[config.mk]
export PLATFORM = sky130hd
export DESIGN_NAME = sysid_check_sequencer
export DESIGN_NICKNAME = d
export VERILOG_FILES = /design/src/rtl/sysid_check_sequencer.sv
export SDC_FILE = /design/constraint.sdc
export NUM_CORES = 1
export LEC_CHECK = 0
export CORE_ASPECT_RATIO = 0.9
export CORE_MARGIN = 2
export CORE_UTILIZATION = 48
export DETAILED_ROUTE_END_ITERATION = 8
export GPL_ROUTABILITY_DRIVEN = 1
export PLACE_DENSITY = 0.79
export SYNTH_ARGS = -nofsm -noshare
export SYNTH_HDL_FRONTEND = slang
export SYNTH_SLANG_ARGS = --single-unit
[constraint.sdc]
create_clock -name clock -period 4.84 [get_ports clock]
set_input_delay 0.968 -clock clock [delete_from_list [all_inputs] [get_ports clock]]
set_output_delay 0.968 -clock clock [all_outputs]
set_load 0.05 [all_outputs]
[src/rtl/sysid_check_sequencer.sv]
// Reads the two system-ID words (ID at address 0, timestamp at address 1), compares
// them against the build-time expected values, and retries a bounded number of times.
module sysid_check_sequencer #(
  parameter logic [31:0] EXPECTED_ID  = 32'h0000_0000,
  parameter logic [31:0] EXPECTED_TS  = 32'h5144_634A,
  parameter int unsigned READ_LATENCY = 1,
  parameter int unsigned MAX_RETRIES  = 3
) (
  input  logic        clock,
  input  logic        reset,
  input  logic        start,
  output logic        sysid_address,
  input  logic [31:0] sysid_readdata,
  output logic        busy,
  output logic        done,
  output logic        pass,
  output logic        id_mismatch,
  output logic        ts_mismatch,
  output logic [3:0]  retry_count
);

  localparam logic [3:0] LAST_WAIT = 4'(READ_LATENCY - 1);
  localparam logic [3:0] RETRY_MAX = 4'(MAX_RETRIES);

  typedef enum logic [2:0] {IDLE, RD_ID, RD_TS, CMP, DONE} state_t;

  state_t      state;
  logic [3:0]  wait_cnt;
  logic [31:0] id_reg;
  logic [31:0] ts_reg;
  logic        wait_end;
  logic        id_diff;
  logic        ts_diff;

  assign wait_end = (wait_cnt == LAST_WAIT);
  assign id_diff  = (id_reg != EXPECTED_ID);
  assign ts_diff  = (ts_reg != EXPECTED_TS);

  // Read-data capture: data registers carry no reset, only the control path does.
  always_ff @(posedge clock) begin
    if (state == RD_ID && wait_end) id_reg <= sysid_readdata;
    if (state == RD_TS && wait_end) ts_reg <= sysid_readdata;
  end

  always_ff @(posedge clock) begin
    if (reset) begin
      state         <= IDLE;
      wait_cnt      <= 4'd0;
      sysid_address <= 1'b0;
      busy          <= 1'b0;
      done          <= 1'b0;
      pass          <= 1'b0;
      id_mismatch   <= 1'b0;
      ts_mismatch   <= 1'b0;
      retry_count   <= 4'd0;
    end else begin
      case (state)
        IDLE, DONE: begin
          if (start) begin
            state         <= RD_ID;
            wait_cnt      <= 4'd0;
            sysid_address <= 1'b0;
            busy          <= 1'b1;
            done          <= 1'b0;
            pass          <= 1'b0;
            id_mismatch   <= 1'b0;
            ts_mismatch   <= 1'b0;
            retry_count   <= 4'd0;
          end
        end
        RD_ID: begin
          if (wait_end) begin
            state         <= RD_TS;
            wait_cnt      <= 4'd0;
            sysid_address <= 1'b1;
          end else begin
            wait_cnt <= wait_cnt + 4'd1;
          end
        end
        RD_TS: begin
          if (wait_end) begin
            state         <= CMP;
            wait_cnt      <= 4'd0;
            sysid_address <= 1'b0;
          end else begin
            wait_cnt <= wait_cnt + 4'd1;
          end
        end
        CMP: begin
          id_mismatch <= id_diff;
          ts_mismatch <= ts_diff;
          if (!id_diff && !ts_diff) begin
            state <= DONE;
            busy  <= 1'b0;
            done  <= 1'b1;
            pass  <= 1'b1;
          end else if (retry_count == RETRY_MAX) begin
            state <= DONE;
            busy  <= 1'b0;
            done  <= 1'b1;
            pass  <= 1'b0;
          end else if (wait_cnt == 4'd0) begin
            // One turnaround cycle before a retry keeps every attempt 2*READ_LATENCY+2 long.
            wait_cnt <= 4'd1;
          end else begin
            wait_cnt    <= 4'd0;
            retry_count <= retry_count + 4'd1;
            state       <= RD_ID;
          end
        end
        default: state <= IDLE;
      endcase
    end
  end

endmodule

==> results_dict.tcl, run 1 <==
set metrics [dict create \
    status "complete, no violations" \
    path_clk_slew_ns 0.08 \
    post-route-period-util 0.533 \
    p_sw_frac 0.222 \
    synthXorXnorAreaFrac 0.00285 \
    dieWidth_um 88.4 \
    hold_buffers 0 \
    slowest_delay_ns 0.84 \
    cp_top_family "buffers and inverters" \
    row_count 27 \
    holdWs_ns 0.452 \
    synth_seq_area_share 0.736 \
    p_int_mw 1.15 \
    power-per-cell-area_nw_per_um2 388 \
    diodes 0 \
    io_buffer_count 44 \
    syn_area_um2 3080 \
    hold_path_end "ts_mismatch" \
    via_per_inst 5.50 \
    drt_iter0_markers 103 \
    antenna_found_initial 0 \
    initial_utilization 0.500 \
    synth_cell_types 49 \
    cts_sinks 81 \
    synthTopCellsByArea "edfxtp_1 (62%), dfxtp_1 (11%), nor4_2 (2.4%), a21oi_1 (1.8%), nand2_1 (1.5%)" \
    period_needed_ns 2.58 \
    power.total_mw 1.48 \
    cts_buffer_depth 2 \
    cts_buffers 9 \
    synth_simple_gate_area_share 0.127 \
    drv_cap 0 \
    r2r_start "ts_reg[29]" \
    finalSetupViolCount 0 \
    first_pass_iters 4 \
    cp-start-kind "register" \
    instances_no_fill 342 \
    crit_path_end_kind "primary output" \
    finClkSkew_ns 0.0116 \
    finalWeightedCongestion 0.872 \
    antenna_left 0 \
    core_region_area_um2 6150 \
    dp.final_hpwl_um 3630 \
    setup_ws_ns 2.26 \
    path_max_fanout 5 \
    synth_top_family_by_area "simple AND/OR/NAND/NOR gates" \
    vias 1881 \
    arrival_ns 1.61 \
    syn_nets 238 \
    pin_count 45 \
    required_ns 3.87 \
    seqPwrFrac 0.573 \
    grt_pass1_wl_um 8570 \
    tightest_slew_ns 0.681 \
    finalHoldViolCount 0 \
    cts_max_level 3 \
    path_cells "clkdlybuf4s50_1" \
    slew_headroom 0.545 \
    cts_root_buffer "clkbuf_8" \
    cpMaxStageDelayCell "clkdlybuf4s50_1" \
    r2r_setup_slack_ns 2.56 \
    postCtsSetupBuffers 0 \
    multi_input_area_um2 772 \
    r2r_cells 5 \
    report.final.slew_viol_count 0 \
    yosysTopAreaCellShare 0.625 \
    register_area_um2 2260 \
    max_freq_mhz 388 \
    die_area_um2 7060 \
    rsz0062_at_grt "false" \
    synthMuxAreaShare 0.00325 \
    peakVddDrop_mv 0.245 \
    crit_type "reg2out" \
    ys_seq_elements 81 \
    whs_path_depth 2 \
    p_leak_nw 1.24 \
    reg2reg_to "retry_count[3]" \
    p_sw_mw 0.329 \
    syn_avg_cell_area_um2 15.4 \
    dp_cells 326 \
    syn_inst 200 \
    tns_ns 0 \
    cts_resized 0 \
    insertion_delay_ns 0.34 \
    synthArstFlopShare 0 \
    die_y_um 79.9 \
    synthFlopType "edfxtp_1" \
    dp_worst_setup_slack_ns 2.30 \
    fill_cells 475 \
    track_usage 0.166 \
    post-route-drc-count 0 \
    area_delta_synth_final_pct 24.4 \
    min_path_type "reg2reg" \
    grt_max_degree 33 \
    wl_per_cell_um 15.5 \
    first_global_vias 1776 \
    synthAdderAreaFrac 0.0155 \
    grt_overflow_total 0 \
    clockPowerShare 0.326 \
    drt_wl_total_um 5300 \
    hp-start "ts_mismatch" \
    yosys.area.top_type "edfxtp_1" \
    yosysWarnings 0 \
    combPwrFrac 0.101 \
    final_nets 288 \
    cts_tree "done" \
    path_buf_inv 1 \
    synth_compound_area_frac 0.0985 \
    synth_edf_count 64 \
    drive_gt1_frac 0.122 \
]
## layer usage
metal / vias to the layer above / track usage / share of wire
li1: 893 / - / -
met1: 906 / 0.217 / 0.44
met2: 72 / 0.251 / 0.48
met3: 10 / 0.0558 / 0.064
met4: 0 / 0.0742 / 0.015
met5: - / 0 / 0
## synth_stat cells, drive strengths merged, types with 3 or more instances
library cell	instances
a21oi	12
a311oi	4
a31oi	3
clkbuf	6
dfxtp	17
edfxtp	64
ha	3
inv	7
nand2	13
nand3	4
nand4	4
nor2	6
nor4	11
nor4b	5
o21ai	8
## cells by family (layout without fill, tap and decap cells)
family / after synthesis / after routing
DFF: 81 / 81
and+or+nand+nor: 58 / 58
xor gates and xnor gates: 1 / 1
buffers and inverters: 14 / 69
adders and majority gates: 4 / 4
AOI/OAI and AO/OA: 41 / 41
muxes: 1 / 1
## power groups by stage
stage / clock [mW] / combinational [mW] / sequential, mW
after global routing: 0.525 / 0.164 / 0.857
after floorplan: 0 / 0.0783 / 0.873
final: 0.483 / 0.150 / 0.850
after detailed placement: 0 / 0.150 / 0.867
after CTS: 0.498 / 0.150 / 0.851
after global placement: 0 / 0.146 / 0.864
## placed cells by master, fill, tap and decap left out, drive strengths merged, types with 3 or more instances in the layout
master         instances
clkdlybuf4s50         44
nor4b                  5
nor2                   6
inv                    7
dfxtp                 17
nor4                  11
o21ai                  8
nand3                  4
a21oi                 12
nand4                  4
ha                     3
clkbuf                13
a311oi                 4
a31oi                  3
nand2                 13
edfxtp                64
## through the flow
step	cell area, um^2	utilization
after global routing	3820	0.622
after detailed placement	3620	0.590
final	3820	0.622
after floorplan	3080	-
after CTS	3820	0.622
after global placement	3620	0.590
## how the worst max path moves through the flow
stage / start / endpoint / slack [ns] / cells after the start
2_1_floorplan: wait_cnt[0] / id_reg[0] / 0.14 / 5
3_3_place_gp: reset / retry_count[1] / 2.36 / 5
3_5_place_dp: reset / retry_count[1] / 2.30 / 5
4_1_cts: retry_count[0] / retry_count[0] / 2.24 / 1
5_1_grt: retry_count[0] / retry_count[0] / 2.20 / 1
6_report: retry_count[0] / retry_count[0] / 2.26 / 1
## layout make-up
cell class,count,share of cell area
flip-flops and latches,81,0.591
multi-input cells,105,0.202
repair buffers,46,0.119
clock buffers,13,0.0419
well taps,87,0.0285
clock inverters,3,0.0105
inverters,7,0.00687
(Power assumes the default switching activity.)
==> inputs of run 2 (changes only) <==
--- a/config.mk
+++ b/config.mk
@@ -7,10 +7,10 @@
 export LEC_CHECK = 0
 export CORE_ASPECT_RATIO = 0.9
 export CORE_MARGIN = 2
-export CORE_UTILIZATION = 48
+export CORE_UTILIZATION = 53
 export DETAILED_ROUTE_END_ITERATION = 8
 export GPL_ROUTABILITY_DRIVEN = 1
-export PLACE_DENSITY = 0.79
+export PLACE_DENSITY = 0.82
 export SYNTH_ARGS = -nofsm -noshare
 export SYNTH_HDL_FRONTEND = slang
 export SYNTH_SLANG_ARGS = --single-unit
==> constraint.sdc (replaced) <==
create_clock -name clock -period 2.4 [get_ports clock]
set_input_delay 0.48 -clock clock [delete_from_list [all_inputs] [get_ports clock]]
set_output_delay 0.48 -clock clock [all_outputs]
set_load 0.05 [all_outputs]
==> run 2 against run 1 <==
  * Global-route usage grew 2.1 points
  * Worst setup slack got worse by 2.1 ns
  * Hold slack improved by 0.0037 ns
  * Largest cell class unchanged
  * Critical path depth up 4
  * Count of clock-buffer cells in the layout shrank 2
  * Final cell count down 4.1%
  * Clock power grew 94%
  * Register-to-register slack worse by 2.4 ns
  * Wire length rose by 5.0%
  * Utilization grew 6.2 points
  * Via count grew 0.53%
==> results_dict.tcl, run 2 (same netlist as run 1, synthesis figures left out) <==
set metrics [dict create \
    status "complete, no violations" \
    cts_max_level 3 \
    dp_cells 312 \
    drt_wl_total_um 5560 \
    grt_pass1_wl_um 9140 \
    vias 1891 \
    drt_iter0_markers 194 \
    holdWs_ns 0.456 \
    first_global_vias 1927 \
    peakVddDrop_mv 0.477 \
    setup_ws_ns 0.207 \
    io_buffer_count 44 \
    postCtsSetupBuffers 0 \
    grt_max_degree 25 \
    initial_utilization 0.546 \
    drv_cap 0 \
    dieWidth_um 84.3 \
    first_pass_iters 4 \
    p_leak_nw 1.25 \
    layout_common_cells "edfxtp_1 (64), clkdlybuf4s50_1 (44), dfxtp_1 (15)" \
    crit_path_end_kind "register" \
    cts_buffers 9 \
    die_area_um2 6430 \
    fin_util 0.684 \
    finClkSkew_ns 0.00648 \
    period_needed_ns 2.19 \
    area_delta_synth_final_pct 25.1 \
    final_area_um2 3850 \
    insertion_delay_ns 0.35 \
    finalSetupViolCount 0 \
    required_ns 2.66 \
    tightest_slew_ns 0.612 \
    pin_count 45 \
    row_count 26 \
    instances_no_fill 328 \
    fill_cells 421 \
    finalWeightedCongestion 0.882 \
    via_per_inst 5.77 \
    drive_gt1_frac 0.151 \
    cp-start-kind "register" \
    cts_tree "done" \
    core_region_area_um2 5630 \
    arrival_ns 2.46 \
    report.final.slew_viol_count 0 \
    rsz0062_at_grt "false" \
    die_y_um 76.3 \
    cts_root_buffer "clkbuf_8" \
    placed_cell_area_um2 3660 \
    grt_overflow_total 0 \
    r2r_setup_slack_ns 0.21 \
    final_common_cell "edfxtp_1" \
    path_clk_slew_ns 0.08 \
    cts_buffer_depth 2 \
    cts_sinks 81 \
    slew_headroom 0.591 \
    crit_type "reg2reg" \
    finalHoldViolCount 0 \
    path_max_fanout 5 \
    track_usage 0.187 \
    max_freq_mhz 456 \
    wl_per_cell_um 17.0 \
    antenna_found_initial 0 \
    min_path_type "reg2reg" \
    power-per-cell-area_nw_per_um2 774 \
    diodes 0 \
    dp_worst_setup_slack_ns 0.242 \
    post-route-drc-count 0 \
    cts_resized 0 \
    post-route-period-util 0.914 \
    hold_buffers 0 \
    antenna_left 0 \
    final_nets 291 \
    dp.final_hpwl_um 3950 \
]
run 2: cell count changes in the layout (fill, tap and decap cells not counted), sizes merged:
cell and change:
buf +3, inv +1, clkbuf -2, clkinvlp +1
run 2: through the flow:
stage          power, mW  setup TNS [ns]
3_3_place_gp        2.06               0
6_report            2.98               0
3_5_place_dp        2.07               0
2_1_floorplan       1.93           -9.21
4_1_cts             3.01               0
5_1_grt             3.11               0
run 2: path summary, 6_finish.rpt:
check              startpoint              to  cells past startpoint
setup / recovery   id_reg[10]  retry_count[3]                      5
hold / removal    id_mismatch     id_mismatch                      2
setup reg to reg   id_reg[10]  retry_count[3]                      5
hold reg to reg   id_mismatch     id_mismatch                      2
run 2: per-layer routing:
| metal | GRT usage | part of all wire |
|---|---|---|
| met1 | 0.244 | 0.43 |
| met2 | 0.290 | 0.49 |
| met3 | 0.0693 | 0.063 |
| met4 | 0.0677 | 0.015 |
| met5 | 0 | 0 |
run 2: worst max-delay path: stages (launching register included):
cell	delay [ns]
edfxtp_1	0.39
nor4_2	0.39
nand4_1	0.31
nor4_2	0.56
o21ai_0	0.17
a311oi_1	0.29
run 2: final cells by class:
cell class	count	area (um^2)	share of cell area
Sequential cell	81	2260	0.589
Multi-Input combinational cell	105	805	0.209
Timing Repair Buffer	49	478	0.124
Clock buffer	11	131	0.0341
Tap cell	70	87.6	0.0228
Clock inverter	5	55.1	0.0143
Inverter	7	26.3	0.00683
run 2: power breakdown:
group	leakage [nW]	internal, mW	switching (mW)	total, mW
sequential	0.732	1.66	0.0525	1.72
clock	0.0914	0.479	0.460	0.939
combinational	0.431	0.134	0.190	0.323
total	1.25	2.28	0.702	2.98
==> inputs of run 3 (changes only) <==
--- a/config.mk
+++ b/config.mk
@@ -9,8 +9,9 @@
 export CORE_MARGIN = 2
 export CORE_UTILIZATION = 53
 export DETAILED_ROUTE_END_ITERATION = 8
-export GPL_ROUTABILITY_DRIVEN = 1
+export GPL_ROUTABILITY_DRIVEN = 0
 export PLACE_DENSITY = 0.82
 export SYNTH_ARGS = -nofsm -noshare
 export SYNTH_HDL_FRONTEND = slang
 export SYNTH_SLANG_ARGS = --single-unit
+export TNS_END_PERCENT = 10
==> run 3 against run 2 <==
  * Sequential power about the same
  * Highest routed layer unchanged
  * Critical path depth unchanged
  * Sequential share of layout area increased by 0.17 points
  * Final cell count decreased by 0.30%
  * Wire length decreased by 1.2%
  * Final area decreased by 0.29%
  * Sequential cell count unchanged
  * Hold slack improved by 0.0059 ns
  * Non-clock buffer count decreased by 1
==> results_dict.tcl, run 3 (same netlist as run 1, synthesis figures left out) <==
set metrics [dict create \
    via_per_inst 5.81 \
    finClkSkew_ns 0.00797 \
    cts_buffers 9 \
    die_y_um 76.3 \
    cts_max_level 3 \
    cpMaxStageDelayCell "or4_1" \
    drt_wl_total_um 5490 \
    crit_type "reg2reg" \
    finalHoldViolCount 0 \
    path_clk_slew_ns 0.08 \
    r2r_start "ts_reg[16]" \
    dp_worst_setup_slack_ns 0.152 \
    crit_start "ts_reg[16]" \
    vias 1900 \
    postCtsSetupBuffers 0 \
    wl_per_cell_um 16.8 \
    dp.final_hpwl_um 3870 \
    finalSetupViolCount 0 \
    required_ns 2.62 \
    track_usage 0.186 \
    first_global_vias 1844 \
    setup_ws_ns 0.263 \
    tns_ns 0 \
    rsz0062_at_grt "false" \
    drive_gt1_frac 0.152 \
    cts_tree "done" \
    report.final.slew_viol_count 0 \
    slew_headroom 0.670 \
    final_common_cell "edfxtp_1" \
    antenna_found_initial 0 \
    area_delta_synth_final_pct 24.7 \
    crit_path_end_kind "register" \
    core_region_area_um2 5630 \
    tightest_slew_ns 0.493 \
    grt_max_degree 33 \
    cts_sinks 81 \
    die_area_um2 6430 \
    power-per-cell-area_nw_per_um2 750 \
    peakVddDrop_mv 0.574 \
    first_pass_iters 6 \
    fill_cells 402 \
    slowest_delay_ns 0.59 \
    row_count 26 \
    arrival_ns 2.36 \
    initial_utilization 0.546 \
    path_cells "nor4b_1 -> nand4_1 -> or4_1 -> a31oi_1 -> a311oi_2" \
    cts_buffer_depth 2 \
    diodes 0 \
    path_max_fanout 4 \
    antenna_left 0 \
    hp-start "id_mismatch" \
    period_needed_ns 2.14 \
    grt_overflow_total 0 \
    holdWs_ns 0.462 \
    p_leak_nw 1.24 \
    io_buffer_count 44 \
    drv_cap 0 \
    post-route-period-util 0.890 \
    grt_pass1_wl_um 8980 \
    dieWidth_um 84.3 \
    final_nets 290 \
    power.total_mw 2.88 \
    max_freq_mhz 468 \
    cp-start-kind "register" \
    drt_iter0_markers 167 \
    status "complete, no violations" \
    insertion_delay_ns 0.35 \
    min_path_type "reg2reg" \
    post-route-drc-count 0 \
    pin_count 45 \
    cts_root_buffer "clkbuf_8" \
    layout_common_cells "edfxtp_1 (64), clkdlybuf4s50_1 (44), dfxtp_1 (15)" \
]
-- run 3: stage by stage --
stage	utilization	instances	area (um^2)
floorplan	-	200	3130
global placement	0.651	311	3670
detailed placement	0.651	311	3670
CTS	0.681	327	3830
global route	0.682	327	3840
finish	0.682	327	3840
-- run 3: path summary, 6_finish.rpt --
| path | slack (ns) | cells past startpoint | to |
|---|---|---|---|
| hold reg to reg | 0.46 | 2 | id_mismatch |
| setup / recovery | 0.26 | 5 | retry_count[0] |
| hold / removal | 0.46 | 2 | id_mismatch |
| setup reg to reg | 0.26 | 5 | retry_count[0] |
-- run 3: critical path: cells and delay by family, from the launching register on --
family	cells	cell delay [ns]
AOI/OAI and AO/OA	2	0.35
DFF	1	0.39
and+or+nand+nor	3	1.27
-- run 3: repair_timing --
action	CTS	global route
hold buffers	0	0
gates resized for setup	0	1
endpoints found under the setup margin	0	3
-- run 3: final cells by class --
type / instances / area (um^2) / share of cell area
Timing Repair Buffer: 48 / 483 / 0.126
Tap cell: 70 / 87.6 / 0.0228
Multi-Input combinational cell: 105 / 811 / 0.211
Inverter: 7 / 26.3 / 0.00685
Clock inverter: 4 / 28.8 / 0.00750
Sequential cell: 81 / 2260 / 0.590
Clock buffer: 12 / 135 / 0.0352
-- run 3: per-layer routing --
layer  wire (um)  up-vias  GRT usage
li1            -      910          -
met3         340       17     0.0585
met5           0        -          0
met1        2390      903      0.244
met2        2610       70      0.278
met4         150        0     0.0984
-- run 3: power by group --
part | switching [mW] | internal (mW)
clock | 0.457 | 0.378
combinational | 0.190 | 0.136
sequential | 0.0530 | 1.66
